### src/rtl/sample_demultiplexer.sv
// Reassembles a least-significant-byte-first byte stream into SAMPLE_BYTES-wide samples.
// Assembly and holding registers are separate. Define SAMPLE_DEMUX_TIMEOUT_EN to add the idle-timeout resync.
module sample_demultiplexer #(
    parameter int SAMPLE_BYTES   = 6,
    parameter int TIMEOUT_CYCLES = 1024
) (
    input  logic                      clk,
    input  logic                      reset_n,
    input  logic                      flush,
    input  logic                      byte_rdy,
    input  logic [7:0]                byte_in,
    output logic                      byte_ack,
    output logic                      sample_rdy,
    output logic [8*SAMPLE_BYTES-1:0] sample,
    input  logic                      sample_ack,
    output logic [7:0]                resync_count
);
    // state   | meaning
    // COLLECT | accepting bytes: idx below last, or holding register free
    // STALL   | last byte pending while holding register is full and not acked

    localparam int W = 8 * SAMPLE_BYTES;
    localparam int IDX_W = $clog2(SAMPLE_BYTES);
    localparam logic [IDX_W-1:0] LAST_IDX = IDX_W'(SAMPLE_BYTES - 1);

    if (SAMPLE_BYTES < 2) begin : g_bad_width
        $error("sample_demultiplexer needs at least two bytes per sample");
    end
    if (TIMEOUT_CYCLES < 1) begin : g_bad_timeout
        $error("sample_demultiplexer timeout must be at least one cycle");
    end

    typedef enum logic {COLLECT, STALL} state_t;

    state_t           state;
    logic [IDX_W-1:0] idx, idx_nxt;
    logic [W-1:0]     assembly, assembly_nxt, sample_nxt;
    logic             sample_rdy_nxt;
    logic             transfer, last, timeout_fire;

    // state mirrors (idx == LAST_IDX && sample_rdy), so a same-cycle ack unblocks the last byte
    always_comb begin
        byte_ack = byte_rdy && reset_n && !flush && (state != STALL || sample_ack);
        transfer = byte_rdy && byte_ack;
        last     = (idx == LAST_IDX);
    end

    always_comb begin
        idx_nxt        = idx;
        assembly_nxt   = assembly;
        sample_nxt     = sample;
        sample_rdy_nxt = sample_rdy;
        if (transfer && last) begin
            sample_nxt     = {byte_in, assembly[W-9:0]};
            sample_rdy_nxt = 1'b1;
        end else if (sample_ack) begin
            sample_rdy_nxt = 1'b0;
        end
        if (flush || timeout_fire) begin
            idx_nxt      = '0;
            assembly_nxt = '0;
        end else if (transfer) begin
            if (last) begin
                idx_nxt      = '0;
                assembly_nxt = '0;
            end else begin
                idx_nxt                  = idx + IDX_W'(1);
                assembly_nxt[8*idx +: 8] = byte_in;
            end
        end
    end

`ifdef SAMPLE_DEMUX_TIMEOUT_EN
    localparam int TW = $clog2(TIMEOUT_CYCLES + 1);

    logic [TW-1:0] idle_cnt, idle_cnt_nxt;
    logic [7:0]    resync_q, resync_nxt;

    // a consumer-induced stall is not an upstream stall, so it never counts as idle
    always_comb begin
        timeout_fire = 1'b0;
        idle_cnt_nxt = '0;
        resync_nxt   = resync_q;
        if (idx != '0 && !transfer && !flush && state != STALL) begin
            if (idle_cnt == TW'(TIMEOUT_CYCLES - 1)) begin
                timeout_fire = 1'b1;
                if (resync_q != 8'hff) begin
                    resync_nxt = resync_q + 8'd1;
                end
            end else begin
                idle_cnt_nxt = idle_cnt + TW'(1);
            end
        end
    end

    assign resync_count = resync_q;
`else
    assign timeout_fire = 1'b0;
    assign resync_count = 8'd0;
`endif

    always_ff @(posedge clk) begin
        if (!reset_n) begin
            state      <= COLLECT;
            idx        <= '0;
            assembly   <= '0;
            sample     <= '0;
            sample_rdy <= 1'b0;
`ifdef SAMPLE_DEMUX_TIMEOUT_EN
            idle_cnt   <= '0;
            resync_q   <= '0;
`endif
        end else begin
            state      <= (idx_nxt == LAST_IDX && sample_rdy_nxt) ? STALL : COLLECT;
            idx        <= idx_nxt;
            assembly   <= assembly_nxt;
            sample     <= sample_nxt;
            sample_rdy <= sample_rdy_nxt;
`ifdef SAMPLE_DEMUX_TIMEOUT_EN
            idle_cnt   <= idle_cnt_nxt;
            resync_q   <= resync_nxt;
`endif
        end
    end

endmodule

### config.mk
export PLATFORM = sky130hd
export DESIGN_NAME = sample_demultiplexer
export DESIGN_NICKNAME = d
export VERILOG_FILES = /design/src/rtl/sample_demultiplexer.sv
export SDC_FILE = /design/constraint.sdc
export NUM_CORES = 1
export LEC_CHECK = 0
export ABC_AREA = 1
export CORE_ASPECT_RATIO = 1.5
export CORE_MARGIN = 3
export CORE_UTILIZATION = 40
export CTS_CLUSTER_DIAMETER = 80
export CTS_CLUSTER_SIZE = 40
export DETAILED_ROUTE_END_ITERATION = 6
export GPL_TIMING_DRIVEN = 0
export PLACE_DENSITY_LB_ADDON = 0.15
export SLEW_MARGIN = 0
export SYNTH_ARGS = -nofsm -noshare
export SYNTH_HDL_FRONTEND = slang
export SYNTH_SLANG_ARGS = --single-unit
### constraint.sdc
create_clock -name clk -period 6.04 [get_ports clk]
set_input_delay 1.812 -clock clk [delete_from_list [all_inputs] [get_ports clk]]
set_output_delay 1.812 -clock clk [all_outputs]
set_load 0.1 [all_outputs]
==> results of run 1 <==
[worst max-delay path by stage]
| stage | startpoint | endpoint | slack [ns] | cells past startpoint |
|---|---|---|---|---|
| CTS | reset_n | byte_ack | 0.05 | 8 |
| global route | reset_n | byte_ack | 0.01 | 8 |
| floorplan | reset_n | byte_ack | 1.60 | 6 |
| global placement | reset_n | byte_ack | -0.22 | 8 |
| detailed placement | reset_n | byte_ack | -0.23 | 8 |
| finish | reset_n | byte_ack | 0.13 | 8 |
[timing repair]
action / CTS / global route
setup endpoints to repair: 1 / 1
resized for setup: 1 / 1
endpoints found under the hold margin: 0 / 0
[routing by layer]
layer	share of wire	up-vias	global-route usage
met5	0	-	0
met4	0.019	0	0.0738
met3	0.030	13	0.0331
met2	0.53	71	0.370
met1	0.42	1732	0.236
li1	-	1941	-
[critical path, stage by stage]
cell and delay [ns]:
clkdlybuf4s50_1 0.60, inv_2 0.10, nor2_4 0.12, nand3_4 0.16, inv_2 0.10, buf_6 0.15, buf_4 0.20, clkdlybuf4s15_1 0.84
[power breakdown]
| part | internal [mW] | switching [mW] | total [mW] |
|---|---|---|---|
| logic | 0.0226 | 0.0640 | 0.0866 |
| clock network | 0.291 | 0.222 | 0.512 |
| registers | 0.614 | 0.000750 | 0.615 |
| total | 0.927 | 0.287 | 1.21 |
[state kept, by name (all words and copies together), names as in the netlist]
signal      count
assembly       40
sample         48
sample_rdy      1
idx             3
state           1
[logic make-up (layout without fill, tap and decap cells)]
group	count (synthesis)	in the layout
adders and majority gates	5	5
DFF	93	93
and+or+nand+nor	273	273
AOI/OAI and AO/OA	103	103
other	1	8
buffers and inverters	70	148
xor gates and xnor gates	1	1
[final cells by class]
class,instances,area [um2],area share
Clock buffer,13,250,0.0490
Multi-Input combinational cell,390,1870,0.366
Clock inverter,3,21.3,0.00416
Sequential cell,93,1860,0.364
Inverter,27,104,0.0203
Tap cell,115,144,0.0282
Timing Repair Buffer,62,621,0.121
Buffer,43,238,0.0465
[Yosys cell counts, drive strengths merged]
cell / count
nor2: 154
dfxtp: 93
o21ai: 65
nand3: 44
nand2: 38
a21oi: 36
buf: 27
inv: 26
nor3: 19
clkbuf: 16
nand4: 16
ha: 5
clkinv: 1
conb: 1
nand3b: 1
o211ai: 1
o21bai: 1
or2: 1
xor2: 1
[through the flow]
| step | cells | hold slack (ns) | utilization |
|---|---|---|---|
| global route | 746 | 0.479 | 0.521 |
| CTS | 746 | 0.455 | 0.521 |
| floorplan | 553 | 0.430 | - |
| finish | 746 | 0.453 | 0.521 |
| global placement | 730 | 0.440 | 0.494 |
| detailed placement | 730 | 0.447 | 0.494 |
==> impl_metrics.py, run 1 <==
metrics = {
    "run_status": {
        "status": "complete, no violations",
    },
    "yosys": {
        "synth_cells": 546,
        "synthAdderAreaFrac": 0.0155,
        "synth_mux_area_frac": 0,
        "synth.avg_cell_area_um2": 7.41,
        "synth.distinct_cells": 33,
        "synthTopCellsByArea": "dfxtp_1, nor2_1, o21ai_0",
        "synth-xor-area-share": 0.00216,
        "ys_warn_count": 0,
        "ys_ff_latch": 93,
        "synth_top_family_by_area": "simple AND/OR/NAND/NOR gates",
        "synth_top_cell_area_share": 0.460,
        "yosysTopAreaCell": "dfxtp_1",
        "ys_seq_area_frac": 0.460,
        "syn_area_mm2": 0.00405,
        "synth-simple-area-share": 0.303,
        "synth_compound_area_frac": 0.134,
    },
    "sta": {
        "finalHoldViolCount": 0,
        "max_freq_mhz": 169,
        "tns_ns": 0,
        "post-route-min-period_ns": 5.91,
        "slew_violations": 0,
        "grt_setup_unrepaired": "false",
        "setup_violations": 0,
        "fin_skew_ns": 0.00573,
        "period_share": 0.978,
        "max_slew.worst_pin.slew_ns": 0.975,
        "relSlewSlack": 0.348,
        "setup_slack_ns": 0.130,
    },
    "clocking": {
        "clk_pin_slew_ns": 0.06,
        "postCtsHoldBufs": 0,
        "root_buffer": "clkbuf_16",
        "htreeDepth": 3,
        "cts.path.max_buffers": 2,
        "post_cts_buffers": 0,
        "clk_latency_ns": 0.34,
        "clock_sinks": 93,
        "cts_buffers": 9,
        "cts_tree": "done",
    },
    "worst_setup_path": {
        "timing.rr.start": "idx[0]",
        "cp.required_ns": 4.23,
        "startpoint_type": "primary input",
        "crit_path_max_fanout": 10,
        "rrSetupSlack_ns": 3.60,
        "reg2reg_depth": 10,
        "arrival_ns": 4.10,
        "rr_endpoint": "assembly[8]",
        "worstSetupEndpointType": "output pin",
        "worstSetupPathType": "primary input to output pin",
    },
    "hold_path": {
        "hold_end": "sample[19]",
        "min_path_cells": 2,
        "min_from": "assembly[19]",
        "hp-class": "flop to flop",
    },
    "global_routing": {
        "antenna_found_initial": 0,
        "grt_pass1_wl_um": 17900,
        "overflow": 0,
        "track_usage": 0.203,
        "grt_max_degree": 15,
        "first_global_vias": 3582,
    },
    "placed_design": {
        "dp_slack_ns": -0.227,
        "routabilityCongestion": 0.940,
        "placed_area_mm2": 0.00484,
        "dp_hpwl_um": 8530,
        "port_buffers": 62,
    },
    "layout": {
        "final_area_mm2": 0.00511,
        "fill_cells": 989,
        "layout-drive-gt1-share": 0.0919,
        "final_cell_mix": "nor2_1, dfxtp_1, o21ai_0, clkdlybuf4s50_1, nand3_1",
        "fin_nets": 644,
        "final_common_cell": "nor2_1",
        "area_delta_synth_final_pct": 26.2,
        "antenna_cells": 0,
    },
    "power": {
        "p_leak_nw": 2.22,
        "p_per_area_mw_per_mm2": 238,
        "p_total_mw": 1.21,
        "ir_drop_uv": 157,
    },
    "detailed_routing": {
        "wirelength_um": 11000,
        "ant_nets": 0,
        "post_drt_wl_per_cell_um": 14.8,
        "dr.pass1.iters": 4,
        "drtIter0Drc": 204,
        "route.detailed.drc": 0,
        "vias_per_cell": 5.04,
        "num_vias": 3757,
    },
    "floorplan": {
        "fp-row-count": 44,
        "die-area_mm2": 0.0114,
        "start_util": 0.413,
        "die_w_um": 88.1,
        "die_h_um": 129,
        "fp.coreArea_mm2": 0.00980,
        "num_io_pins": 71,
    },
    "run": {
        "maxCapViolCount": 0,
    },
}
(Power assumes the default switching activity.)
==> inputs of run 2 (changes only) <==
--- a/config.mk
+++ b/config.mk
@@ -5,10 +5,9 @@
 export SDC_FILE = /design/constraint.sdc
 export NUM_CORES = 1
 export LEC_CHECK = 0
-export ABC_AREA = 1
 export CORE_ASPECT_RATIO = 1.5
 export CORE_MARGIN = 3
-export CORE_UTILIZATION = 40
+export CORE_UTILIZATION = 55
 export CTS_CLUSTER_DIAMETER = 80
 export CTS_CLUSTER_SIZE = 40
 export DETAILED_ROUTE_END_ITERATION = 6
==> impl_metrics.py, run 2 <==
metrics = {
    "detailed_routing": {
        "ant_nets": 0,
        "post_drt_wl_per_cell_um": 15.1,
        "vias_per_cell": 5.46,
        "dr.pass1.iters": 4,
        "drtIter0Drc": 213,
        "route.detailed.drc": 0,
        "wirelength_um": 8840,
        "num_vias": 3194,
    },
    "power": {
        "p_per_area_mw_per_mm2": 224,
        "combPwrFrac": 0.070,
        "clock_power_share": 0.347,
        "p_int_uw": 801,
        "p_leak_nw": 1.61,
        "p_seq_frac": 0.583,
        "p_total_mw": 1.05,
        "ir_drop_uv": 161,
        "p_sw_frac": 0.239,
        "p_switching_uw": 252,
    },
    "sta": {
        "post-route-min-period_ns": 5.65,
        "whs_ns": 0.461,
        "max_freq_mhz": 177,
        "period_share": 0.936,
        "slew_violations": 0,
        "grt_setup_unrepaired": "false",
        "relSlewSlack": 0.339,
        "setup_violations": 0,
        "fin_skew_ns": 0.00505,
        "finalHoldViolCount": 0,
        "max_slew.worst_pin.slew_ns": 0.988,
        "tns_ns": 0,
    },
    "worst_setup_path": {
        "cp.required_ns": 4.23,
        "worstSetupEndpointType": "output pin",
        "path_cells": "clkdlybuf4s50_1, and3b_2, nand2_4, inv_1, buf_6, dlymetal6s2s_1",
        "arrival_ns": 3.84,
        "startpoint_type": "primary input",
        "crit_path_max_fanout": 10,
        "critical_path.top_delay_family": "buffers and inverters",
        "startpoint": "reset_n",
        "timing.rr.start": "idx[0]",
        "cpMaxStageDelayCell": "dlymetal6s2s_1",
        "worstSetupPathType": "primary input to output pin",
        "critPathMaxStageDelay_ns": 0.76,
        "cp_num_buf_inv": 4,
    },
    "floorplan": {
        "die_w_um": 73.8,
        "die_h_um": 108,
        "die-area_mm2": 0.00794,
        "fp.coreArea_mm2": 0.00658,
        "num_io_pins": 71,
        "start_util": 0.576,
        "fp-row-count": 36,
    },
    "placed_design": {
        "port_buffers": 62,
        "routabilityCongestion": 0.894,
        "dp_hpwl_um": 6310,
    },
    "yosys": {
        "syn_area_mm2": 0.00379,
        "ys_warn_count": 0,
        "async_reset_ff_frac": 0,
        "synth.avg_cell_area_um2": 8.89,
        "ys_ff_latch": 93,
        "synthFlopType": "dfxtp_1",
        "synth_cells": 426,
        "synth.distinct_cells": 42,
        "ys_seq_area_frac": 0.491,
        "yosys-top-cells-count": "nand2_1, dfxtp_1, a21boi_0",
        "synthTopCellsByArea": "dfxtp_1, nand2_1, a21boi_0",
        "yosysTopAreaCell": "dfxtp_1",
        "synth-edff-count": 0,
        "yosys.cell_count.top_type": "nand2_1",
        "synth_top_cell_area_share": 0.491,
    },
    "layout": {
        "fill_cells": 542,
        "layout-drive-gt1-share": 0.0864,
        "largest_register_ff_count": 48,
        "fin_nets": 524,
        "antenna_cells": 0,
        "final_cell_mix": "nand2_1, dfxtp_1, clkdlybuf4s50_1, a21boi_0, nand3_1",
        "regMostFlops": "sample",
        "area_delta_synth_final_pct": 24.0,
        "final_common_cell": "nand2_1",
        "reg_top3": "sample: 48 flops, assembly: 40 flops, idx: 3 flops",
    },
    "global_routing": {
        "overflow": 0,
        "antenna_found_initial": 0,
        "first_global_vias": 3099,
        "grt_pass1_wl_um": 14500,
        "grt_max_degree": 14,
        "track_usage": 0.239,
    },
    "clocking": {
        "cts_tree": "done",
        "cts.path.max_buffers": 2,
        "post_cts_buffers": 0,
        "clk_pin_slew_ns": 0.08,
        "clk_latency_ns": 0.36,
        "htreeDepth": 3,
        "cts_buffers": 9,
        "postCtsHoldBufs": 0,
        "root_buffer": "clkbuf_8",
        "clock_sinks": 93,
    },
    "hold_path": {
        "min_from": "sample[31]",
        "hp-class": "flop to flop",
    },
    "run_status": {
        "status": "complete, no violations",
    },
    "run": {
        "maxCapViolCount": 0,
    },
}
[run 2: metrics by stage]
| step | util | worst slack, ns | cells | instance area, um2 |
|---|---|---|---|---|
| after floorplan | - | 1.75 | 433 | 3810 |
| after global placement | 0.689 | 0.00920 | 571 | 4530 |
| after detailed placement | 0.689 | 0.0151 | 571 | 4530 |
| after CTS | 0.714 | 0.00235 | 585 | 4700 |
| after global routing | 0.714 | 0.282 | 585 | 4700 |
| final | 0.714 | 0.387 | 585 | 4700 |
[run 2: final timing paths]
kind	end	slack, ns	cells after the start
max	byte_ack	0.39	6
min	sample[31]	0.46	2
max reg2reg	assembly[12]	3.41	8
min reg2reg	sample[31]	0.46	2
[run 2: cell families after synthesis]
family	count (synthesis)	share of synthesized area
simple gates	182	0.218
fa+ha+maj	5	0.0165
buf+inv	41	0.0578
mux	8	0.0211
other cells	1	0.000990
flops	93	0.491
compound gates	96	0.194
[run 2: area by class of cell]
type	instances	area, um2	share of cell area
Sequential cell	93	1860	0.396
Clock buffer	12	155	0.0330
Tap cell	76	95.1	0.0202
Timing Repair Buffer	62	623	0.133
Clock inverter	2	10.0	0.00213
Inverter	6	22.5	0.00479
Buffer	35	196	0.0418
Multi-Input combinational cell	299	1730	0.369
[run 2: metal layers]
layer | track usage | up-vias | wire, um
met1 | 0.290 | 1496 | 3730
li1 | - | 1585 | -
met2 | 0.391 | 93 | 4350
met3 | 0.0374 | 20 | 487
met5 | 0 | - | 0
met4 | 0.135 | 0 | 272
[run 2: tightest hold or removal path, stage by stage (launching register included)]
cell and delay (ns):
dfxtp_1 0.32, nand2_1 0.05, a21boi_1 0.05
[run 2: what timing repair did]
item,CTS,global route
resized for setup,0,1
endpoints found under the hold margin,0,0
endpoints found under the setup margin,0,1
[run 2: power groups by stage]
stage / clock, mW / sequential, mW / combinational (mW)
after detailed placement: 0 / 0.629 / 0.0731
after global routing: 0.387 / 0.614 / 0.0781
final: 0.366 / 0.614 / 0.0739
after global placement: 0 / 0.629 / 0.0726
after floorplan: 0 / 0.628 / 0.0498
after CTS: 0.372 / 0.614 / 0.0732
==> inputs of run 3 (changes only) <==
--- a/config.mk
+++ b/config.mk
@@ -7,12 +7,13 @@
 export LEC_CHECK = 0
 export CORE_ASPECT_RATIO = 1.5
 export CORE_MARGIN = 3
-export CORE_UTILIZATION = 55
+export CORE_UTILIZATION = 52
 export CTS_CLUSTER_DIAMETER = 80
 export CTS_CLUSTER_SIZE = 40
 export DETAILED_ROUTE_END_ITERATION = 6
 export GPL_TIMING_DRIVEN = 0
 export PLACE_DENSITY_LB_ADDON = 0.15
+export REMOVE_ABC_BUFFERS = 1
 export SLEW_MARGIN = 0
 export SYNTH_ARGS = -nofsm -noshare
 export SYNTH_HDL_FRONTEND = slang
==> constraint.sdc (replaced) <==
create_clock -name clk -period 5.7 [get_ports clk]
set_input_delay 1.71 -clock clk [delete_from_list [all_inputs] [get_ports clk]]
set_output_delay 1.71 -clock clk [all_outputs]
set_load 0.1 [all_outputs]
==> impl_metrics.py, run 3 (synthesis results as in run 2) <==
metrics = {
    "sta": {
        "setup_violations": 0,
        "period_share": 0.921,
        "slew_violations": 0,
        "relSlewSlack": 0.196,
        "max_slew.worst_pin.slew_ns": 1.20,
        "max_freq_mhz": 190,
        "grt_setup_unrepaired": "false",
        "whs_ns": 0.453,
        "setup_slack_ns": 0.448,
        "fin_skew_ns": 0.0144,
        "post-route-min-period_ns": 5.25,
        "finalHoldViolCount": 0,
    },
    "power": {
        "ir_drop_uv": 188,
        "p_per_area_mw_per_mm2": 252,
        "p_total_mw": 1.17,
        "p_leak_nw": 1.52,
    },
    "hold_path": {
        "min_path_cells": 2,
        "min_from": "sample[31]",
        "hold_end": "sample[31]",
        "hp-class": "flop to flop",
    },
    "worst_setup_path": {
        "rrSetupSlack_ns": 2.82,
        "crit_path_max_fanout": 52,
        "timing.rr.start": "idx[0]",
        "arrival_ns": 3.54,
        "reg2reg_depth": 7,
        "startpoint_type": "primary input",
        "critPathMaxStageDelay_ns": 0.57,
        "cp.required_ns": 3.99,
        "worstSetupPathType": "primary input to output pin",
        "rr_endpoint": "assembly[15]",
        "path_cells": "buf_2, and3b_2, nand2_4, inv_1, clkbuf_2",
        "worstSetupEndpointType": "output pin",
        "cpMaxStageDelayCell": "buf_2",
    },
    "clocking": {
        "cts.path.max_buffers": 2,
        "cts_buffers": 9,
        "clk_pin_slew_ns": 0.09,
        "root_buffer": "clkbuf_8",
        "clock_sinks": 93,
        "cts_tree": "done",
        "htreeDepth": 3,
        "clk_latency_ns": 0.35,
    },
    "detailed_routing": {
        "post_drt_wl_per_cell_um": 14.1,
        "route.detailed.drc": 0,
        "ant_nets": 0,
        "num_vias": 3070,
        "drtIter0Drc": 214,
        "vias_per_cell": 5.32,
        "dr.pass1.iters": 4,
        "wirelength_um": 8110,
    },
    "placed_design": {
        "dp_hpwl_um": 5490,
        "routabilityCongestion": 0.892,
        "place_inst": 561,
        "dp_slack_ns": -0.242,
        "port_buffers": 62,
    },
    "layout": {
        "finalNonFillerCells": 577,
        "reg_top3": "sample: 48 flops, assembly: 40 flops, idx: 3 flops",
        "fin_nets": 493,
        "utilization": 0.662,
        "area_delta_synth_final_pct": 22.2,
        "antenna_cells": 0,
        "largest_register_ff_count": 48,
        "layout-drive-gt1-share": 0.0688,
        "final_common_cell": "nand2_1",
        "regMostFlops": "sample",
        "final_cell_mix": "nand2_1, dfxtp_1, clkdlybuf4s50_1, a21boi_0, nand3_1",
    },
    "floorplan": {
        "die_h_um": 111,
        "fp-row-count": 37,
        "fp.coreArea_mm2": 0.00699,
        "num_io_pins": 71,
        "die-area_mm2": 0.00837,
        "die_w_um": 75.7,
        "start_util": 0.542,
    },
    "global_routing": {
        "antenna_found_initial": 0,
        "track_usage": 0.210,
        "overflow": 0,
        "grtUsageMet3": 0.0364,
        "gr-max-usage-layer": "met2",
        "first_global_vias": 2932,
        "grt_pass1_wl_um": 13800,
        "grt_max_degree": 53,
        "grtUsageMet1": 0.266,
        "met2_usage": 0.348,
    },
    "run": {
        "maxCapViolCount": 0,
    },
    "run_status": {
        "status": "complete, no violations",
    },
}
[run 3: routing by layer]
layer | up-vias | wire length [um]
met3 | 9 | 369
met4 | 0 | 131
met5 | - | 0
met2 | 86 | 4190
met1 | 1441 | 3420
li1 | 1534 | -
[run 3: worst max-delay path by stage]
stage,from,to,slack (ns),depth (start not counted)
after floorplan,flush,byte_ack,1.20,3
after global placement,reset_n,byte_ack,-1.19,5
after detailed placement,reset_n,byte_ack,-0.24,5
after CTS,reset_n,byte_ack,0.05,5
after global routing,reset_n,byte_ack,0.26,5
final,reset_n,byte_ack,0.45,5
[run 3: layout make-up]
type                       instances  area (um2)
clock buffer                      10         138
clock inverter                     6        68.8
fill                             611        2360
inverter                           6        22.5
multi-input combinational        299        1740
sequential                        93        1860
tap                               97         121
timing repair buffer              66         676
[run 3: repair_timing]
item	CTS	global route
resized for setup	1	2
pin swaps	0	0
hold buffers	0	0
setup buffers	0	0
setup endpoints to repair	1	1
[run 3: power by group]
part / switching (mW) / leakage [nW] / total, mW / internal [mW]
clock network: 0.231 / 0.103 / 0.449 / 0.218
registers: 0.000885 / 0.749 / 0.651 / 0.650
logic: 0.0509 / 0.666 / 0.0686 / 0.0178
total: 0.283 / 1.52 / 1.17 / 0.886
[run 3: through the flow]
step	setup TNS, ns	area [um2]
4_1_cts	0	4630
3_3_place_gp	-29.00	4360
6_report	0	4630
2_1_floorplan	0	3620
5_1_grt	0	4630
3_5_place_dp	-0.242	4430
[run 3: critical path: cells and delay by family]
family	cells	cell delay (ns)
buf+inv	3	1.35
simple gates	2	0.48
